==> config.mk <==
export PLATFORM = sky130hd
export DESIGN_NAME = conv_window_sequencer
export DESIGN_NICKNAME = d
export VERILOG_FILES = /design/src/rtl/conv_window_sequencer.sv
export SDC_FILE = /design/constraint.sdc
export NUM_CORES = 1
export LEC_CHECK = 0
export CAP_MARGIN = 30
export CORE_AREA = 2 2 110 112
export CTS_BUF_LIST = sky130_fd_sc_hd__clkbuf_8
export DETAILED_ROUTE_END_ITERATION = 7
export DIE_AREA = 0 0 112 114
export PLACE_DENSITY_LB_ADDON = 0.12
export SLEW_MARGIN = 20
export SYNTH_ARGS = -nofsm -noshare
export SYNTH_HDL_FRONTEND = slang
export SYNTH_SLANG_ARGS = --single-unit
==> constraint.sdc <==
create_clock -name i_clk -period 3.85 [get_ports i_clk]
set_clock_uncertainty 0.05 [all_clocks]
set_input_delay 1.155 -clock i_clk [delete_from_list [all_inputs] [get_ports i_clk]]
set_output_delay 1.155 -clock i_clk [all_outputs]
set_load 0.02 [all_outputs]
==> src/rtl/conv_window_sequencer.sv <==
// Window sequencer for the 2x2 conv/sobel accumulator: fetches a 4x4 window,
// streams it with {mode, k} tags, post-processes the four sums and returns them.
module conv_window_sequencer #(
  parameter int DATA_WIDTH = 8,
  parameter int OUT_DATA_W = 13,
  parameter int ADDR_W     = 12,
  parameter int IMG_W      = 64
) (
  input  logic                    i_clk,
  input  logic                    i_rst_n,
  input  logic                    i_start,
  input  logic                    i_mode,
  input  logic [ADDR_W-1:0]       i_base_addr,
  output logic                    o_busy,
  output logic                    o_mem_cen,
  output logic [ADDR_W-1:0]       o_mem_addr,
  input  logic [DATA_WIDTH-1:0]   i_mem_rdata,
  output logic                    o_acc_clear,
  output logic [DATA_WIDTH-1:0]   o_acc_data,
  output logic [4:0]              o_acc_coe_mode_addr,
  input  logic [OUT_DATA_W+3:0]   i_acc_ul,
  input  logic [OUT_DATA_W+3:0]   i_acc_ur,
  input  logic [OUT_DATA_W+3:0]   i_acc_ll,
  input  logic [OUT_DATA_W+3:0]   i_acc_lr,
  output logic                    o_out_valid,
  input  logic                    i_out_ready,
  output logic [DATA_WIDTH-1:0]   o_out_data,
  output logic [1:0]              o_out_idx
);

  localparam int SUM_W = OUT_DATA_W + 4;
  localparam logic [SUM_W:0] SAT = (SUM_W+1)'((1 << DATA_WIDTH) - 1);

  typedef enum logic [2:0] {IDLE, CLEAR, FEED, DRAIN, CAPT, OUT} state_t;

  state_t                 state, next;
  logic                   mode;
  logic [ADDR_W-1:0]      base;
  logic [3:0]             rd_k;
  logic [1:0]             beat;
  logic [DATA_WIDTH-1:0]  res [4];
  logic [ADDR_W-1:0]      rd_addr;

  // row = k[3:2], col = k[1:0]; the sum wraps modulo 2^ADDR_W
  assign rd_addr = base + ADDR_W'(rd_k[3:2] * IMG_W) + ADDR_W'(rd_k[1:0]);

  // Conv: round by /16; sobel: magnitude of a signed sum. The extra bit keeps
  // the negated most-negative sum positive so it saturates too.
  function automatic logic [DATA_WIDTH-1:0] post_proc(input logic [SUM_W-1:0] sum,
                                                      input logic sobel);
    logic [SUM_W:0] ext;
    logic [SUM_W:0] mag;
    ext = {sum[SUM_W-1], sum};
    if (sobel) mag = sum[SUM_W-1] ? -ext : ext;
    else       mag = ({1'b0, sum} + (SUM_W+1)'(8)) >> 4;
    return (mag > SAT) ? '1 : mag[DATA_WIDTH-1:0];
  endfunction

  always_ff @(posedge i_clk or negedge i_rst_n) begin
    if (!i_rst_n) state <= IDLE;
    else          state <= next;
  end

  always_comb begin
    next = state;
    case (state)
      IDLE:    if (i_start) next = CLEAR;
      CLEAR:   next = FEED;
      FEED:    if (rd_k == 4'd15) next = DRAIN;
      DRAIN:   next = CAPT;
      CAPT:    next = OUT;
      OUT:     if (beat == 2'd3 && i_out_ready) next = IDLE;
      default: next = IDLE;
    endcase
  end

  always_ff @(posedge i_clk or negedge i_rst_n) begin
    if (!i_rst_n) begin
      mode <= 1'b0;
      base <= '0;
      rd_k <= '0;
      beat <= '0;
      for (int unsigned i = 0; i < 4; i++) res[i] <= '0;
    end else begin
      case (state)
        IDLE: if (i_start) begin
          mode <= i_mode;
          base <= i_base_addr;
          rd_k <= '0;
          beat <= '0;
        end
        CLEAR, FEED: rd_k <= rd_k + 4'd1;
        CAPT: begin
          res[0] <= post_proc(i_acc_ul, mode);
          res[1] <= post_proc(i_acc_ur, mode);
          res[2] <= post_proc(i_acc_ll, mode);
          res[3] <= post_proc(i_acc_lr, mode);
        end
        OUT: if (i_out_ready) beat <= beat + 2'd1;
        default: ;
      endcase
    end
  end

  // Read k is issued one cycle before its data returns, so the tag lags rd_k by one
  always_comb begin
    o_busy              = (state != IDLE);
    o_mem_cen           = 1'b0;
    o_mem_addr          = '0;
    o_acc_clear         = 1'b0;
    o_acc_data          = '0;
    o_acc_coe_mode_addr = '0;
    o_out_valid         = 1'b0;
    o_out_data          = '0;
    o_out_idx           = '0;
    case (state)
      IDLE:  o_acc_clear = 1'b1;
      CLEAR: begin
        o_acc_clear = 1'b1;
        o_mem_cen   = 1'b1;
        o_mem_addr  = rd_addr;
      end
      FEED: begin
        o_mem_cen           = 1'b1;
        o_mem_addr          = rd_addr;
        o_acc_data          = i_mem_rdata;
        o_acc_coe_mode_addr = {mode, rd_k - 4'd1};
      end
      DRAIN: begin
        o_acc_data          = i_mem_rdata;
        o_acc_coe_mode_addr = {mode, 4'd15};
      end
      CAPT:  o_acc_coe_mode_addr = {mode, 4'd0};
      OUT: begin
        o_out_valid = 1'b1;
        o_out_data  = res[beat];
        o_out_idx   = beat;
      end
      default: ;
    endcase
  end

endmodule

# Yosys cells after proc, flatten, opt, wreduce, memory -nomap -nowiden

Index checks and enable logic that the tools add are counted.

Bits in registers: 54
Bits in latches: 0
Bits in writable memories: 0
ROM bits: 0
Input port bits: 93
Output and inout bits: 39
Logic and storage cells: 87
Memories kept: 0

Add/sub/neg operators: 13
$mul: 0
Divide/modulo/power cells: 0
$lt $le $gt $ge: 5
Equality and inequality tests: 11
Shifts and indexed selects: 0
Mux-type cells: 36
Bitwise gates (word level): 1
Reduce and logical (&&, ||, !) cells: 12

Operators with widths:

| operator              | number |
|---|---|
| $mux 18               | 12 |
| $add 17x4->18 const B | 4 |
| $gt 18x8->1 const B   | 4 |
| $neg 18->18           | 4 |
| $mux 8                | 8 |
| $pmux 3 s6            | 1 |
| $bmux 8 s2            | 1 |
| $pmux 5 s3            | 1 |
| $add 12x2->12         | 1 |
| $add 12x8->12         | 1 |
| $mux 12               | 1 |
| $mux 3                | 3 |
| $ne 2x2->1 const B    | 4 |
| $pmux 4 s2            | 1 |
| $eq 3x2->1 const B    | 2 |
| $eq 3x3->1 const B    | 2 |
| $mux 2                | 3 |
| $reduce_and 3->1      | 2 |
| $reduce_or 2->1       | 3 |
| $add 4x1->4 const B   | 1 |
| $eq 4x4->1 const B    | 1 |
| $mux 4                | 1 |
| $pmux 2 s2            | 1 |
| $reduce_and 2->1      | 2 |
| 11 further kinds      | 14 |

# Logic depth before layout (Yosys ltp)

Gate-level depths: netlist (run 1).

Depth after elaboration: 6
Depth in mapped cells: 9
Depth with buffers taken out: 8

# Least setup slack after synthesis (run 1)

No wires, ideal clock.

Kind: input -> register
From: in i_acc_ll[0]
To: reg res[10] in the netlist's numbering
Library setup time: 121 ps
Arrival: 3269 ps
Data required time: 3679 ps
Path slack: 410 ps
Stages on the path: 9
Buffers on the path: 1
Path through: inv_1 ha_1 or4b_4 o41ai_4 xnor2_1 a221o_1 or4_1 buf_2 o22a_1

Cells in the longest elaborated chain, start to end: 6
Elaborated cells between the ends (all ways): 7
Classes of those cells: add/sub (2); order compare (1); mux (4)

RTL lines:

| item               | RTL line | text |
|---|---|---|
| start: declaration | 23       | `input logic [OUT_DATA_W+3:0] i_acc_ll,` |
| $neg 18->18        | 54       | `if (sobel) mag = sum[SUM_W-1] ? -ext : ext;` |
| $mux 18            | 54       |  |
| $mux 18 *          | 54       |  |
| $mux 18 *          | 85       | `case (state)` |
| $gt 18x8->1        | 56       | `return (mag > SAT) ? '1 : mag[DATA_WIDTH-1:0];` |
| $mux 8 *           | 56       |  |
| end: declaration   | 41       | `logic [DATA_WIDTH-1:0] res [4];` |

Mark *: on every way between the ends. The rest lies on a longest branch, timed or not. The select of a mux whose other input is x is not followed.
A chain may end at the register's enable or synchronous reset.

# Worst setup path in the final report (run 1)

From: reg rd_k[1]
To: out o_mem_addr[7]

Cells in the longest elaborated chain, start to end: 2

RTL lines:

| item                     | RTL line | text |
|---|---|---|
| start: declaration       | 39       | `logic [3:0] rd_k;` |
| start signal: assignment | 92       | `CLEAR, FEED: rd_k <= rd_k + 4'd1;` |
| $add 12x2->12            | 45       | `assign rd_addr = base + ADDR_W'(rd_k[3:2] * IMG_W) + ADDR_W'(rd_k[1:0]);` |
| $mux 12                  | 116      | `case (state)` |
| end: declaration         | 16       | `output logic [ADDR_W-1:0] o_mem_addr,` |

Every way passes these cells.

==> impl_metrics.toml, run 1 <==
[run_status]
outcome = "completed"

[sta]
max-slew-margin-rel_pct = 54.4
fin_crit_sh_pct = 95.3
whs_ns = 0.443
fmax_mhz = 273
hold_viol = 0
maxSlewViolCount = 0
final.min_clock_period_ns = 3.67
tightest_slew_ns = 0.684
rsz0062_at_grt = "false"
finalSetupViolCount = 0

[grt]
grt_pass1_vias = 5575
overflow = 0
grt_max_degree = 60
antenna_found_initial = 0
grt_pass1_wl_um = 25900
track_usage_pct = 23.8

[critical_path]
cp_max_fo = 6
worst_r2r_endpoint = "res[9]$_DFFE_PN0P_"
cp-end-kind = "primary output"
cp-start-kind = "register"
critPathSlowestCell = "clkdlybuf4s50_1"
worstPathCellList = "ha_1 > a21o_1 > a41oi_1 > nor2b_1 > nor3_1 > clkdlybuf4s50_1"
arrival_ns = 2.46
worstSetupPathType = "register to primary output"
r2r_slack_ns = 1.44
required_ns = 2.64
cp_slowest_stage_delay_ns = 0.65
reg2reg_from = "state[0]$_DFFE_PN0P_"
cp_top_family = "buffers and inverters"
critPathLaunch = "rd_k[1]$_DFFE_PN0P_"
critPathBufInv = 1
worst_r2r_path_depth = 7

[worst_hold_path]
hp-start = "base[7]$_DFFE_PN0P_"
hold_class = "register to register"
hold_path_depth = 2
min_to = "base[7]$_DFFE_PN0P_"

[yosys]
syn_area_mm2 = 0.00570
syn-mean-instance-area_um2 = 7.46
syn_inst = 764
yosys.area_share.simple_pct = 31.3
async_flop_share_pct = 100
synth_compound_area_share_pct = 18.1
synth_xor_area_share_pct = 10.5
yosys.area_share.adder_pct = 4.52
synth_top_family_by_area = "simple AND/OR/NAND/NOR gates"
ys.flop_type = "dfrtp_1"
synth_edf_count = 0
muxShareOfSynthArea_pct = 6.02
ys_seq_area_share_pct = 23.7
ys_seq_elements = 54
synth_cell_types = 61
syn_nets = 877
yosys_warnings = 0

[floorplanning]
pin_count = 132
dieWidth_um = 112
dieArea_mm2 = 0.0128
start_util_pct = 48.6
rows = 40
fp.dieH_um = 114
core_area_mm2 = 0.0117

[finish]
n_fill_cell = 1042
nNetsFinal = 1018
final_cell_mix = "clkdlybuf4s50_1 (126), nand2_1 (95), nor2_1 (67)"
final_common_cell = "clkdlybuf4s50_1"
syn2layout_area_growth_pct = 32.2
drive_gt1_share_pct = 10.0
antenna_cells = 0
final_area_mm2 = 0.00753

[placement]
port_buffers = 131
place_area_mm2 = 0.00742
gp_congestion = 0.908
dpl.hpwl_um = 12400

[pwr]
p_sw_share_pct = 46.2
power_per_cell_area_mw_per_mm2 = 431
clkPwrFrac_pct = 10.6
p_int_w = 0.00175
share_comb_of_total_power_pct = 60.4
total_leakage_power_nw = 2.98
p_seq_share_pct = 29.0
p_switching_w = 0.00150
vdd_ir_drop_max_mv = 0.565
total_power_w = 0.00325

[drt]
ant_nets = 0
drt_iter0_markers = 377
drc_errors = 0
avgRoutedWirePerCell_um = 15.2
wl_um = 16000
vias = 6154
vias_per_cell = 5.84
drt_pre_antenna_iters = 5

[clock_network]
cts_resized = 4
htreeDepth = 2
hold_buffers = 0
clock_sinks = 54
clock_path_buffers = 2
clk_pin_slew_ns = 0.11
cts_tree = "yes"
numCtsBuffers = 5
clk_latency_ns = 0.32
post_cts.repair.setup_buffers = 0
cts-root-buf = "clkbuf_8"

[run]
drv_cap = 0
## synthesized netlist by cell type, drive strengths merged, types with 4 or more instances
master	count	share of area [%]
nand2	95	6.3
nor2	67	4.4
dfrtp	54	24
clkbuf	48	3.2
o21ai	42	3.7
xnor2	39	6.0
a21oi	38	3.3
nand3	35	3.1
inv	30	2.0
nor3	29	2.5
xor2	29	4.5
a31oi	22	2.4
ha	19	4.2
and3	17	1.9
nand4	17	1.9
nor4	15	1.8
and2	14	1.5
mux2i	14	2.5
nor2b	13	1.4
o31ai	11	1.4
buf	10	0.72
nand2b	10	1.1
mux4	8	3.2
nor4b	8	1.2
o22a	8	1.2
or3	6	0.66
or4b	6	1.1
o211ai	5	0.66
or4	5	0.66
nand4b	4	0.61
o41ai	4	0.94
## through the flow
step	utilization, %	worst slack, ns	setup TNS, ns	cells
4_1_cts	64.1	0.183	0	1052
3_5_place_dp	63.3	-0.164	-1.09	1044
6_report	64.3	0.182	0	1053
2_1_floorplan	-	0.410	0	764
5_1_grt	64.3	0.0522	0	1053
3_3_place_gp	63.3	-0.0899	-0.606	1044
## layer usage
metal	global-route usage (%)	vias to the layer above	routed length, µm
met1	32.1	2905	7290
met5	0	-	0
met2	42.4	199	7750
li1	-	3035	-
met4	3.58	0	138
met3	2.44	15	783
## worst min-delay path: cells and delay by family, from the launching register on
| family | cells | cell delay [ns] |
|---|---|---|
| and+or+nand+nor | 2 | 0.11 |
| DFF | 1 | 0.36 |
## worst max-delay path by stage
stage | end | slack [ns] | cells past startpoint
finish | o_mem_addr[7] | 0.18 | 6
global route | res[12]$_DFFE_PN0P_ | 0.05 | 10
CTS | o_mem_addr[7] | 0.18 | 6
detailed placement | res[9]$_DFFE_PN0P_ | -0.16 | 9
global placement | res[9]$_DFFE_PN0P_ | -0.09 | 9
floorplan | res[10]$_DFFE_PN0P_ | 0.41 | 9
## area by class of cell
class	instances	area, µm²	share of cell area (%)
multi-input cells	621	4010	53.3
repair buffers	192	1770	23.5
flip-flops and latches	54	1350	18.0
well taps	147	184	2.44
inverters	31	116	1.55
clock buffers	5	68.8	0.914
clock inverters	3	28.8	0.382
## registers in the layout, indices dropped and copies added, names as in the netlist
register and cells:
res 32, beat 2, rd_k 4, base 12, state 3, mode 1
## power groups by stage
stage / Sequential, W / Combinational (W) / Clock, W
2_1_floorplan: 0.000869 / 0.00125 / 0
3_3_place_gp: 0.000943 / 0.00192 / 0
3_5_place_dp: 0.000951 / 0.00196 / 0
4_1_cts: 0.000939 / 0.00195 / 0.000346
5_1_grt: 0.000966 / 0.00215 / 0.000368
6_report: 0.000941 / 0.00196 / 0.000343
## cell families after synthesis
kind of cell | after synthesis
flops | 54
simple gates | 349
compound gates | 160
mux | 24
fa+ha+maj | 20
buf+inv | 89
xor+xnor | 68
Power figures use the tool's default switching activity.
==> inputs of run 2 (changes only) <==
--- a/config.mk
+++ b/config.mk
@@ -5,11 +5,13 @@
 export SDC_FILE = /design/constraint.sdc
 export NUM_CORES = 1
 export LEC_CHECK = 0
-export CAP_MARGIN = 30
-export CORE_AREA = 2 2 110 112
+export ABC_CLOCK_PERIOD_IN_PS = 3850
+export CELL_PAD_IN_SITES_DETAIL_PLACEMENT = 0
+export CELL_PAD_IN_SITES_GLOBAL_PLACEMENT = 2
+export CORE_AREA = 2 2 137 139
 export CTS_BUF_LIST = sky130_fd_sc_hd__clkbuf_8
 export DETAILED_ROUTE_END_ITERATION = 7
-export DIE_AREA = 0 0 112 114
+export DIE_AREA = 0 0 139 141
 export PLACE_DENSITY_LB_ADDON = 0.12
 export SLEW_MARGIN = 20
 export SYNTH_ARGS = -nofsm -noshare
==> run 2 against run 1 <==
  * Critical path depth grew 3
  * Sequential power grew 3.2%
  * Die area grew 54%
  * Critical endpoint is now res[12]$_DFFE_PN0P_
  * Highest routed layer unchanged
==> impl_metrics.toml, run 2 (synthesized netlist as in run 1, its figures left out) <==
[clock_network]
numCtsBuffers = 5
cts-root-buf = "clkbuf_8"
clock_sinks = 54
post_cts.repair.setup_buffers = 0
clock_path_buffers = 2
clk_pin_slew_ns = 0.11
cts_tree = "yes"
htreeDepth = 2
hold_buffers = 0
clk_latency_ns = 0.31

[sta]
rsz0062_at_grt = "false"
maxSlewViolCount = 0
fin_crit_sh_pct = 96.6
finalWorstSetupSlack_ns = 0.131
fmax_mhz = 269
hold_viol = 0
finalSetupViolCount = 0
whs_ns = 0.448
tightest_slew_ns = 1.08
max-slew-margin-rel_pct = 28.3
tns_ns = 0
final.min_clock_period_ns = 3.72

[grt]
grt_pass1_vias = 5922
track_usage_pct = 17.8
grt_max_degree = 43
overflow = 0
antenna_found_initial = 0
grt_pass1_wl_um = 29500

[finish]
top_regs = "res (32), base (12), rd_k (4)"
largest_reg_flops = 32
final_util_pct = 42.2
stdcell_count = 1151
registers.top_by_ff_count = "res"
final_cell_mix = "clkdlybuf4s50_1 (125), nand2_1 (95), buf_4 (72)"
antenna_cells = 0
drive_gt1_share_pct = 11.2
nNetsFinal = 1029
syn2layout_area_growth_pct = 35.4
final_common_cell = "clkdlybuf4s50_1"

[critical_path]
arrival_ns = 3.88
worstSetupPathType = "primary input to register"
required_ns = 4.02
worst_r2r_endpoint = "res[12]$_DFFE_PN0P_"
reg2reg_from = "state[2]$_DFFE_PN0P_"
cp-end-kind = "register"
cp-start-kind = "primary input"
worst_r2r_path_depth = 6
r2r_slack_ns = 1.02
cp_max_fo = 7

[drt]
drt_iter0_markers = 291
drc_errors = 0
avgRoutedWirePerCell_um = 15.4
vias = 6053
wl_um = 17700
ant_nets = 0
vias_per_cell = 5.26
drt_pre_antenna_iters = 5

[floorplanning]
fp.dieH_um = 141
dieWidth_um = 139
core_area_mm2 = 0.0183
pin_count = 132
dieArea_mm2 = 0.0196
rows = 50
start_util_pct = 31.2

[pwr]
total_leakage_power_nw = 3.05
p_sw_share_pct = 46.6
power_per_cell_area_mw_per_mm2 = 425
clkPwrFrac_pct = 10.4
share_comb_of_total_power_pct = 60.0
p_int_w = 0.00175
vdd_ir_drop_max_mv = 0.420
p_switching_w = 0.00153
p_seq_share_pct = 29.6

[run]
drv_cap = 0

[worst_hold_path]
hp-start = "base[6]$_DFFE_PN0P_"
min_to = "base[6]$_DFFE_PN0P_"
hold_class = "register to register"
hold_path_depth = 2

[placement]
dpl_worst_slack_ns = -0.193
port_buffers = 131
dpl.hpwl_um = 14100
dp.cells = 1143
gp_congestion = 0.812

[run_status]
outcome = "completed"
run 2: worst max path at each step:
stage,cells past startpoint,startpoint,to
after global placement,9,i_acc_ll[0],res[10]$_DFFE_PN0P_
final,9,i_acc_ll[0],res[12]$_DFFE_PN0P_
after global routing,8,rd_k[1]$_DFFE_PN0P_,o_mem_addr[11]
after detailed placement,9,i_acc_ll[0],res[11]$_DFFE_PN0P_
after floorplan,9,i_acc_ll[0],res[10]$_DFFE_PN0P_
after CTS,6,rd_k[1]$_DFFE_PN0P_,o_mem_addr[7]
run 2: power groups by stage:
stage | clock network, W | registers (W) | logic (W)
finish | 0.000343 | 0.000971 | 0.00197
global route | 0.000385 | 0.00100 | 0.00218
CTS | 0.000354 | 0.000971 | 0.00198
detailed placement | 0 | 0.000984 | 0.00199
global placement | 0 | 0.000977 | 0.00197
floorplan | 0 | 0.000869 | 0.00125
run 2: what timing repair did:
action	CTS	global route
pin swaps	0	0
gates cloned	0	0
gates resized for setup	4	4
endpoints found under the setup margin	4	4
run 2: metrics by stage:
stage	cell area, µm²	total power [W]
4_1_cts	7710	0.00331
3_5_place_dp	7620	0.00297
6_report	7720	0.00328
5_1_grt	7720	0.00357
2_1_floorplan	5700	0.00212
3_3_place_gp	7620	0.00295
run 2: per-layer routing:
metal | track usage, % | routed length, µm | vias up
li1 | - | - | 3053
met3 | 1.90 | 701 | 16
met2 | 30.8 | 8330 | 151
met1 | 24.3 | 8490 | 2833
met4 | 3.30 | 202 | 0
met5 | 0 | 0 | -
run 2: area by class of cell:
cell class / instances / area (µm²)
Multi-Input combinational cell: 621 / 4010
Sequential cell: 54 / 1350
Inverter: 31 / 116
Fill cell: 1878 / 10600
Tap cell: 234 / 293
Clock inverter: 3 / 28.8
Clock buffer: 5 / 68.8
Timing Repair Buffer: 203 / 1840
run 2: critical path, cell delays in order:
cell             delay [ns]
clkdlybuf4s50_1        0.42
inv_1                  0.08
ha_1                   0.20
nor4b_1                0.54
a21oi_1                0.15
o31ai_1                0.35
a31oi_1                0.14
or4_1                  0.63
o22a_1                 0.23
==> inputs of run 3 (changes only) <==
--- a/config.mk
+++ b/config.mk
@@ -5,7 +5,7 @@
 export SDC_FILE = /design/constraint.sdc
 export NUM_CORES = 1
 export LEC_CHECK = 0
-export ABC_CLOCK_PERIOD_IN_PS = 3850
+export ABC_CLOCK_PERIOD_IN_PS = 4500
 export CELL_PAD_IN_SITES_DETAIL_PLACEMENT = 0
 export CELL_PAD_IN_SITES_GLOBAL_PLACEMENT = 2
 export CORE_AREA = 2 2 137 139
==> constraint.sdc (replaced) <==
create_clock -name i_clk -period 4.5 [get_ports i_clk]
set_clock_uncertainty 0.05 [all_clocks]
set_input_delay 1.35 -clock i_clk [delete_from_list [all_inputs] [get_ports i_clk]]
set_output_delay 1.35 -clock i_clk [all_outputs]
set_load 0.02 [all_outputs]
==> run 3 against run 2 <==
  * Critical path depth decreased by 2
  * Final cell count decreased by 4.7%
  * Die area unchanged
  * Hold slack got worse by 0.0011 ns
  * Via count decreased by 3.4%
  * Total power decreased by 16%
  * Critical path type is now register to primary output
  * Highest routed layer unchanged
==> impl_metrics.toml, run 3 (synthesized netlist as in run 1, its figures left out) <==
[run_status]
outcome = "completed"

[critical_path]
critPathSlowestCell = "clkdlybuf4s50_1"
reg2reg_from = "state[1]$_DFFE_PN0P_"
cp-start-kind = "register"
required_ns = 3.10
worstSetupPathType = "register to primary output"
worstPathCellList = "ha_1 > fa_1 > a41o_1 > a21oi_1 > o21ai_0 > a21oi_1 > clkdlybuf4s50_1"
worst_r2r_path_depth = 6
critPathLaunch = "rd_k[0]$_DFFE_PN0P_"
cp_max_fo = 8
cp_common_cell = "a21oi_1"
cp-end-kind = "primary output"
arrival_ns = 2.90
cp_slowest_stage_delay_ns = 0.63

[clock_network]
clock_sinks = 54
clock_path_buffers = 2
clk_latency_ns = 0.32
cts_tree = "yes"
hold_buffers = 0
cts-root-buf = "clkbuf_8"
post_cts.repair.setup_buffers = 0
clk_pin_slew_ns = 0.12
numCtsBuffers = 5
cts_resized = 0
htreeDepth = 2

[floorplanning]
fp.dieH_um = 141
rows = 50
dieArea_mm2 = 0.0196
pin_count = 132
start_util_pct = 31.2
core_area_mm2 = 0.0183
dieWidth_um = 139

[sta]
maxSlewViolCount = 0
rsz0062_at_grt = "false"
fin_crit_sh_pct = 95.6
tightest_slew_ns = 0.941
max-slew-margin-rel_pct = 36.4
tns_ns = 0
fmax_mhz = 232
finalSetupViolCount = 0
final.min_clock_period_ns = 4.30
hold_viol = 0
finalWorstSetupSlack_ns = 0.198

[grt]
grtUsageMet3_pct = 2.24
antenna_found_initial = 0
use_met1_pct = 24.6
grt.busiest_layer = "met2"
overflow = 0
globalRouteMet2Util_pct = 30.1
grt_pass1_vias = 5726
grt_max_degree = 39
track_usage_pct = 17.7
grt_pass1_wl_um = 29100

[finish]
final_util_pct = 40.0
drive_gt1_share_pct = 5.45
seq_area_mm2 = 0.00135
multi_input_area_mm2 = 0.00401
largest_reg_flops = 32
registers.top_by_ff_count = "res"
n_fill_cell = 1886
final_cell_mix = "clkdlybuf4s50_1 (130), nand2_1 (95), nor2_1 (67)"
final_common_cell = "clkdlybuf4s50_1"
final_area_mm2 = 0.00731
nNetsFinal = 975
top_regs = "res (32), base (12), rd_k (4)"
antenna_cells = 0
syn2layout_area_growth_pct = 28.3

[placement]
dpl_worst_slack_ns = 0.0379
dpl.hpwl_um = 13600
place_area_mm2 = 0.00721
gp_congestion = 0.843
port_buffers = 131

[pwr]
clkPwrFrac_pct = 10.8
vdd_ir_drop_max_mv = 0.335
total_leakage_power_nw = 2.75
share_comb_of_total_power_pct = 58.1
p_int_w = 0.00146
p_sw_share_pct = 47.1
p_seq_share_pct = 31.0
p_switching_w = 0.00130
power_per_cell_area_mw_per_mm2 = 379

[worst_hold_path]
hold_class = "register to register"
hp-start = "base[7]$_DFFE_PN0P_"
hold_path_depth = 2

[drt]
drt_iter0_markers = 240
wl_um = 17600
vias_per_cell = 5.33
avgRoutedWirePerCell_um = 16.0
drc_errors = 0
drt_pre_antenna_iters = 5
vias = 5849
ant_nets = 0

[run]
drv_cap = 0
[run 3: worst max-delay path, delay by kind of cell, from the launching register on]
kind | cells | cell delay, ns
AO/OA/AOI/OAI | 4 | 0.76
adder cells (fa/ha/maj) | 2 | 0.70
buffers and inverters | 1 | 0.63
flip-flops | 1 | 0.49
[run 3: worst paths after layout]
| check | slack, ns | end |
|---|---|---|
| setup reg to reg | 1.67 | res[14]$_DFFE_PN0P_ |
| hold reg to reg | 0.45 | base[7]$_DFFE_PN0P_ |
| hold / removal | 0.45 | base[7]$_DFFE_PN0P_ |
| setup / recovery | 0.20 | o_mem_addr[10] |
| max in group asynchronous | 2.57 | res[8]$_DFFE_PN0P_ |
| min in group asynchronous | 1.02 | base[8]$_DFFE_PN0P_ |
[run 3: layer usage]
layer,vias up,wire [µm]
met5,-,0
met4,0,97
met3,8,642
met2,135,8200
met1,2766,8650
li1,2940,-
[run 3: per-stage QoR]
stage / hold slack (ns) / total power [W] / std cells
4_1_cts: 0.453 / 0.00280 / 1097
2_1_floorplan: 0.402 / 0.00181 / 764
3_5_place_dp: 0.427 / 0.00249 / 1089
6_report: 0.447 / 0.00277 / 1097
3_3_place_gp: 0.415 / 0.00247 / 1089
5_1_grt: 0.493 / 0.00300 / 1097
[run 3: layout make-up]
| type | count | share of cell area [%] |
|---|---|---|
| Sequential cell | 54 | 18.5 |
| Multi-Input combinational cell | 621 | 54.8 |
| Timing Repair Buffer | 149 | 19.7 |
| Clock inverter | 3 | 0.394 |
| Inverter | 31 | 1.59 |
| Clock buffer | 5 | 0.942 |
| Tap cell | 234 | 4.01 |
[run 3: power groups by stage]
stage	registers, W	clock network [W]	logic, W
2_1_floorplan	0.000744	0	0.00107
3_3_place_gp	0.000869	0	0.00160
3_5_place_dp	0.000872	0	0.00162
4_1_cts	0.000862	0.000311	0.00163
5_1_grt	0.000893	0.000333	0.00178
6_report	0.000858	0.000300	0.00161
